File: config.mk
export PLATFORM = sky130hd
export DESIGN_NAME = shifter_rr_scheduler
export DESIGN_NICKNAME = d
export VERILOG_FILES = /design/src/rtl/shifter_rr_scheduler.sv
export SDC_FILE = /design/constraint.sdc
export NUM_CORES = 1
export LEC_CHECK = 0
export BUFFER_PORTS_ARGS = -buffer_cell sky130_fd_sc_hd__buf_2
export CORE_MARGIN = 5
export CORE_UTILIZATION = 25
export CTS_CLUSTER_SIZE = 25
export DETAILED_ROUTE_END_ITERATION = 7
export GPL_TIMING_DRIVEN = 0
export PLACE_DENSITY = 0.52
export SYNTH_ARGS = -nofsm -noshare
export SYNTH_HDL_FRONTEND = slang
export SYNTH_SLANG_ARGS = --single-unit
export TNS_END_PERCENT = 30
File: constraint.sdc
create_clock -name clk -period 3.1 [get_ports clk]
set_input_delay 0 -clock clk [delete_from_list [all_inputs] [get_ports clk]]
set_output_delay 0 -clock clk [all_outputs]
set_load 0.05 [all_outputs]
File: src/rtl/shifter_rr_scheduler.sv
// Round-robin scheduler sharing one combinational leading-one normaliser between NUM_REQ requesters.
// Optional build macro SHIFTER_SCHED_PRIO0_EN gives requester 0 fixed top priority over the round-robin group.

`ifndef NUM_LENGTH
`define NUM_LENGTH 32
`endif
`ifndef K_LENGTH
`define K_LENGTH 5
`endif
`ifndef M1_LENGTH
`define M1_LENGTH 8
`endif

module shifter_rr_scheduler #(
  parameter int NUM_REQ = 4,
  parameter int ID_W    = 2,
  parameter int NUM_W   = `NUM_LENGTH,
  parameter int K_W     = `K_LENGTH,
  parameter int M1_W    = `M1_LENGTH
) (
  input  logic                     clk,
  input  logic                     rst_n,
  input  logic [NUM_REQ-1:0]       req_valid,
  input  logic [NUM_REQ*NUM_W-1:0] req_num,
  output logic [NUM_REQ-1:0]       req_ready,
  output logic [NUM_W-1:0]         sh_num,
  input  logic [K_W-1:0]           sh_k,
  input  logic [M1_W-1:0]          sh_m1,
  output logic                     rsp_valid,
  output logic [ID_W-1:0]          rsp_id,
  output logic [K_W-1:0]           rsp_k,
  output logic [M1_W-1:0]          rsp_m1,
  output logic                     rsp_zero,
  input  logic                     rsp_ready
);

`ifdef SHIFTER_SCHED_PRIO0_EN
  localparam bit PRIO0 = 1'b1;
`else
  localparam bit PRIO0 = 1'b0;
`endif

  typedef enum logic [1:0] {IDLE, EVAL, RESP} state_t;

  state_t            state_reg;
  logic [ID_W-1:0]   ptr_reg;
  logic [ID_W-1:0]   id_reg;
  logic              zero_reg;
  logic [NUM_W-1:0]  sh_num_reg;
  logic              rsp_valid_reg;
  logic [ID_W-1:0]   rsp_id_reg;
  logic [K_W-1:0]    rsp_k_reg;
  logic [M1_W-1:0]   rsp_m1_reg;
  logic              rsp_zero_reg;

  logic [NUM_W-1:0]  num_arr [NUM_REQ];
  logic [NUM_REQ-1:0] gnt_vec;
  logic [ID_W-1:0]   gnt_idx;
  logic [ID_W-1:0]   cand;
  logic [ID_W-1:0]   ptr_next;
  logic              can_accept;
  logic              accept;

  genvar gi;
  generate
    for (gi = 0; gi < NUM_REQ; gi++) begin : g_unpack
      assign num_arr[gi] = req_num[gi*NUM_W +: NUM_W];
    end
  endgenerate

  // First valid requester at or above the pointer, wrapping; requester 0 is
  // excluded from the rotation when it owns the fixed-priority slot.
  always_comb begin
    logic found;
    gnt_vec = '0;
    gnt_idx = '0;
    cand    = '0;
    found   = 1'b0;
    if (PRIO0 && req_valid[0]) begin
      gnt_vec[0] = 1'b1;
    end else begin
      for (int off = 0; off < NUM_REQ; off++) begin
        cand = ID_W'((int'(ptr_reg) + off) % NUM_REQ);
        if (!found && req_valid[cand] && !(PRIO0 && cand == '0)) begin
          gnt_vec[cand] = 1'b1;
          gnt_idx       = cand;
          found         = 1'b1;
        end
      end
    end
  end

  assign can_accept = (state_reg == IDLE) || (state_reg == RESP && rsp_ready);
  assign req_ready  = {NUM_REQ{can_accept && rst_n}} & gnt_vec;
  assign accept     = |(req_valid & req_ready);
  assign ptr_next   = (gnt_idx == ID_W'(NUM_REQ - 1)) ? '0 : gnt_idx + 1'b1;

  always_ff @(posedge clk or negedge rst_n) begin
    if (!rst_n) begin
      state_reg     <= IDLE;
      ptr_reg       <= '0;
      id_reg        <= '0;
      zero_reg      <= 1'b0;
      sh_num_reg    <= '0;
      rsp_valid_reg <= 1'b0;
      rsp_id_reg    <= '0;
      rsp_k_reg     <= '0;
      rsp_m1_reg    <= '0;
      rsp_zero_reg  <= 1'b0;
    end else begin
      case (state_reg)
        IDLE: ;
        EVAL: begin
          rsp_k_reg     <= sh_k;
          rsp_m1_reg    <= sh_m1;
          rsp_id_reg    <= id_reg;
          rsp_zero_reg  <= zero_reg;
          rsp_valid_reg <= 1'b1;
          state_reg     <= RESP;
        end
        RESP: begin
          if (rsp_ready) begin
            rsp_valid_reg <= 1'b0;
            state_reg     <= IDLE;
          end
        end
        default: state_reg <= IDLE;
      endcase
      // An accept in RESP overrides the drop to IDLE: back-to-back operation.
      if (accept) begin
        sh_num_reg <= num_arr[gnt_idx];
        id_reg     <= gnt_idx;
        zero_reg   <= (num_arr[gnt_idx] == '0);
        if (!(PRIO0 && gnt_idx == '0))
          ptr_reg <= ptr_next;
        state_reg  <= EVAL;
      end
    end
  end

  assign sh_num    = sh_num_reg;
  assign rsp_valid = rsp_valid_reg;
  assign rsp_id    = rsp_id_reg;
  assign rsp_k     = rsp_k_reg;
  assign rsp_m1    = rsp_m1_reg;
  assign rsp_zero  = rsp_zero_reg;

endmodule

Yosys cells after proc, flatten, opt, wreduce, memory -nomap -nowiden --
Cells that the tools add are included.
Operators by class: multiply operators 0, order comparisons 9, bitwise logic cells 6, multiplexer cells 36, div/mod/pow operators 0, shift operators 0, add/sub/neg operators 4, reduce and logical (&&, ||, !) cells 19, equal/unequal tests 6
Operators by type and width (number):
- binary-select mux 32 bit (select 2 bit) | 1
- 2-to-1 mux 32 bit | 2
- zero test 32 bit | 1
- 2-to-1 mux 4 bit | 4
- 2-to-1 mux 2 bit | 7
- < comparator 2 x 3 -> 1 bit (second input constant) | 4
- 2-to-1 mux 1 bit | 12
- bitwise OR 4 bit | 3
- logical AND 1 bit | 9
- bitwise AND 4 bit | 2
- binary-select mux 1 bit (select 2 bit) | 4
- demux 1 bit (select 2 bit) | 4
- >= comparator 2 x 1 -> 1 bit (second input constant) | 4
- case mux 2 bit (3 select lines) | 1
- adder 2 x 1 -> 2 bit (second input constant) | 2
- adder 2 bit (second input constant) | 2
- == test 2 bit (second input constant) | 2
- inequality test 2 bit (second input constant) | 2
- AND reduction 2 bit | 2
- OR reduction 4 bit | 1
- >= comparator 3 bit (second input constant) | 1
- zero test 1 bit | 3
- inequality test 3 bit (second input constant) | 1
- NOT 2 -> 3 bit | 1
- 5 further kinds | 5
Word-level totals: memories kept 0, input port bits 148, memory bits (writable) 0, memory bits (read-only) 0, word-level logic and storage cells 90, latch bits 0, flip-flop bits (word level) 56

Depth between registers and ports, before layout --
depth after elaboration 17, depth in mapped cells 14, gate-level depth less buffers 10

Least setup slack after synthesis --
OpenSTA, ideal clock, no wires.
path kind register to register, start register ptr_reg[0], end register sh_num_reg[13], in the netlist sh_num[13], setup time 0.128 ns, cell stages (with the launch flop) 14, buffers on the path 4, required time 2.972 ns, clock period less this slack 3.796 ns, path slack -0.696 ns, data arrival time 3.669 ns, path through dfrtp_1 > buf_6 > inv_1 > ha_1 > mux4_2 > buf_6 > nor2b_2 > a22oi_1 > or2_1 > a21oi_1 > a221o_1 > buf_2 > buf_6 > mux2_1
RTL lines:
- from (decl) | line 46 | logic [ID_W-1:0] ptr_reg;
- from (signal assigned) | line 135 | ptr_reg <= ptr_next;
- parallel branches: the longest is 11 deep, another holds < comparator 2 x 3 -> 1 bit
- 2-to-1 mux 4 bit (*) | line 84 | if (!found && req_valid[cand] && !(PRIO0 && cand == '0)) begin
- bitwise AND 4 bit (*) | line 94 | assign req_ready = {NUM_REQ{can_accept && rst_n}} & gnt_vec;
- via req_ready[2] | line 25 | output logic [NUM_REQ-1:0] req_ready,
- bitwise AND 4 bit (*) | line 95 | assign accept = |(req_valid & req_ready);
- OR reduction 4 bit (*) | line 95
- to (signal assigned) | line 131 | sh_num_reg <= num_arr[gnt_idx];
- to (decl) | line 49 | logic [NUM_W-1:0] sh_num_reg;
Mark *: on every way through the listed nets, which the timed path passes. The select of a mux whose other input is x is not followed. A chain may end at the register's enable or synchronous reset.

Final worst setup path --
start register ptr_reg[0], end register sh_num_reg[16], in the netlist sh_num[16]
On the way: cells in the longest elaborated chain, start to end 16
Ends and longest elaborated chain:
- parallel branches: the longest is 16 deep, another holds < comparator 2 x 3 -> 1 bit
Several ways; the timed one is not identified. The select of a mux whose other input is x is not followed.

==> results.yml <==
drt:
  routed_via_density: 5.42
  drt-wirelength-per-cell_um: 21.7
  wirelength_um: 19500
  vias: 4862
  dr.first_iter.drc_count: 429
  ant_nets: 0
  drtPass1Iterations: 5
  drc_errors: 0
floorplan:
  fp.dieH_um: 136
  core-area_um2: 15700
  io_pins: 201
  start_util: 0.252
  dieArea_um2: 18400
  die_w_um: 136
  rows: 46
global_routing:
  grt_pass1_wl_um: 28400
  grt_start_max_net_pins: 58
  antenna_found_initial: 2
  grt_pass1_vias: 5125
  grt_usage: 0.199
  overflow: 0
synthesis:
  ys.flop_type: "dfrtp_1"
  synth.distinct_cells: 44
  synth_top_area_cell: "dfrtp_1"
  syn_inst: 424
  synth_area_um2: 3940
  synth_edf_count: 0
  synth_seq_area_share: 0.355
  synth_seq_cells: 56
  yosys_warnings: 0
  async_reset_ff_frac: 1.00
  synth_area_leaders: "dfrtp_1 (36%), a32oi_1 (10%), mux2_1 (9.1%)"
  avgSynthCellArea_um2: 9.30
  synth_top_area_share: 0.355
  syn_nets: 580
placed_design:
  place_area_um2: 5280
  port_buffers: 200
  gp_congestion: 0.899
  dp_hpwl_um: 13900
  dp_cells: 840
clock_tree:
  clockRootBuffer: "clkbuf_16"
  clk_path_buf_depth: 2
  clock_latency_ps: 320
  cts_tree: "yes"
  htree_levels: 2
  cts-buffers-inserted: 5
  cts_sinks: 56
  clk_pin_slew_ps: 90
finish:
  layout_common_cells: "buf_2 (206), dfrtp_1 (54), nand2_1 (46)"
  design_area_um2: 6360
  num_antenna_cells: 0
  final_common_cell: "buf_2"
  drive_above_1_share: 0.540
  finalNonFillerCells: 897
  areaGrowthSynthToFinish_pct: 61.4
  fin_nets: 836
  largest_reg_flops: 32
  finalCoreUtilization: 0.407
setup_path:
  crit_fanout: 5
  cp-start-kind: "register"
  slowest_stage: "dfrtp_2"
  crit_top_cell: "buf_6"
  cp.required_ps: 3300
  worstPathArrival_ps: 3420
  end_kind: "register"
  worstSetupPathType: "register to register"
  path_cells: "clkinvlp_4 > ha_4 > buf_6 > mux4_2 > nor2b_4 > buf_6 > a32oi_4 > a21oi_4 > a22o_1 > a221o_1 > buf_8 > clkbuf_16 > mux2_4"
  max_stage_delay_ps: 410
timing:
  rsz0062_at_grt: "yes"
  fin_worst_skew_ps: 10.4
  slew_headroom: 0.452
  drv_slew: 0
  tightest_slew_ps: 822
  setup_viol: 33
  post-route-min-period_ps: 3220
  finalHoldViolations: 0
  finalCritPeriodShare: 1.04
  fin_ws_ps: -121
  max_freq_mhz: 311
power:
  vdd_drop_max_v: 0.000658
  combinationalPowerShare: 0.791
  finalPower_w: 0.00944
  leakage_nw: 2.86
  pwr-share-clk: 0.069
  power_switching_w: 0.00498
  p_per_area_nw_per_um2: 1480
  p_seq_frac: 0.141
  sw_frac_of_total: 0.527
  p_int_w: 0.00447
job:
  max-cap-violations: 0
run_status:
  violations: "negative setup slack"
  status: "finished, violations left"
hold_path:
  hp-class: "primary input to register"
-- metrics by stage --
| stage | setup slack, ps | hold slack, ps | setup TNS [ps] |
|---|---|---|---|
| 3_5_place_dp | -694 | 151 | -12620 |
| 2_1_floorplan | -112 | -296 | -3240 |
| 4_1_cts | -59.6 | 134 | -385 |
| 5_1_grt | -200 | 166 | -5480 |
| 3_3_place_gp | -555 | 234 | -11270 |
| 6_report | -121 | 144 | -3110 |
-- repair_timing --
action / 4_1_cts / 5_1_grt
hold endpoints to repair: 70 / 0
hold buffers: 15 / 0
buffers inserted: 19 / 11
endpoints found under the setup margin: 38 / 37
pin swaps: 17 / 14
gates cloned: 2 / 4
resized for setup: 75 / 52
-- power groups by stage --
stage	Combinational, W	Sequential [W]	Clock, W
floorplan	0.00293	0.00245	0
global placement	0.00558	0.00132	0
detailed placement	0.00567	0.00133	0
CTS	0.00666	0.00132	0.000666
global route	0.00787	0.00137	0.000688
finish	0.00747	0.00133	0.000648
-- logic make-up after synthesis --
kind of cell,Yosys count,share of synthesized area
flops,56,0.355
mux,53,0.163
fa+ha+maj,8,0.0254
compound gates,136,0.241
simple gates,124,0.156
buf+inv,47,0.0593
-- layout make-up --
class | count | area [um2]
repair buffers | 250 | 1520
clock buffers | 5 | 125
multi-input cells | 321 | 2670
fillers | 1614 | 9290
clock inverters | 3 | 28.8
flip-flops and latches | 56 | 1400
plain buffers | 42 | 328
well taps | 216 | 270
inverters | 4 | 22.5
-- cell usage after synthesis (3+ instances only) --
cell / number
dfrtp_1: 56
a32oi_1: 47
nand2_1: 46
o21ai_0: 39
mux2_1: 32
clkbuf_1: 23
nand3_1: 23
mux2_2: 17
buf_2: 13
nor4_1: 13
nor2_1: 12
a31oi_1: 10
and3_1: 10
o21ai_1: 9
a21oi_1: 8
ha_1: 8
buf_6: 5
a22oi_1: 4
inv_1: 4
mux4_2: 4
nand3b_1: 4
a211oi_1: 3
nor2b_1: 3
-- per-layer routing --
layer  global-route usage  up-vias  wire (um)  part of all wire
li1                     -     2159          -                 -
met2                0.330      277       9050              0.46
met1                0.262     2388       8310              0.43
met3               0.0435       34       1730             0.089
met5                    0        -         14           0.00072
met4               0.0566        4        400             0.021
-- path summary, 6_finish.rpt --
check | slack (ps) | startpoint | cells past startpoint | end
max | -120 | ptr_reg[0] | 13 | sh_num[16]
min | 140 | req_num[58] | 4 | sh_num[26]
max reg2reg | -120 | ptr_reg[0] | 13 | sh_num[16]
min reg2reg | 470 | state_reg[1] | 1 | rsp_valid
max in group asynchronous | 2190 | rst_n | 2 | ptr_reg[1]
min in group asynchronous | 300 | rst_n | 2 | sh_num[25]
-- critical path, delay by kind of cell, from the launching register on --
kind                       cells  cell delay, ps
AOI/OAI and AO/OA              4             930
buffers and inverters          5             720
and+or+nand+nor                1             160
DFF                            1             410
muxes                          2             570
adders and majority gates      1             300
Power figures use the tool's default switching activity.
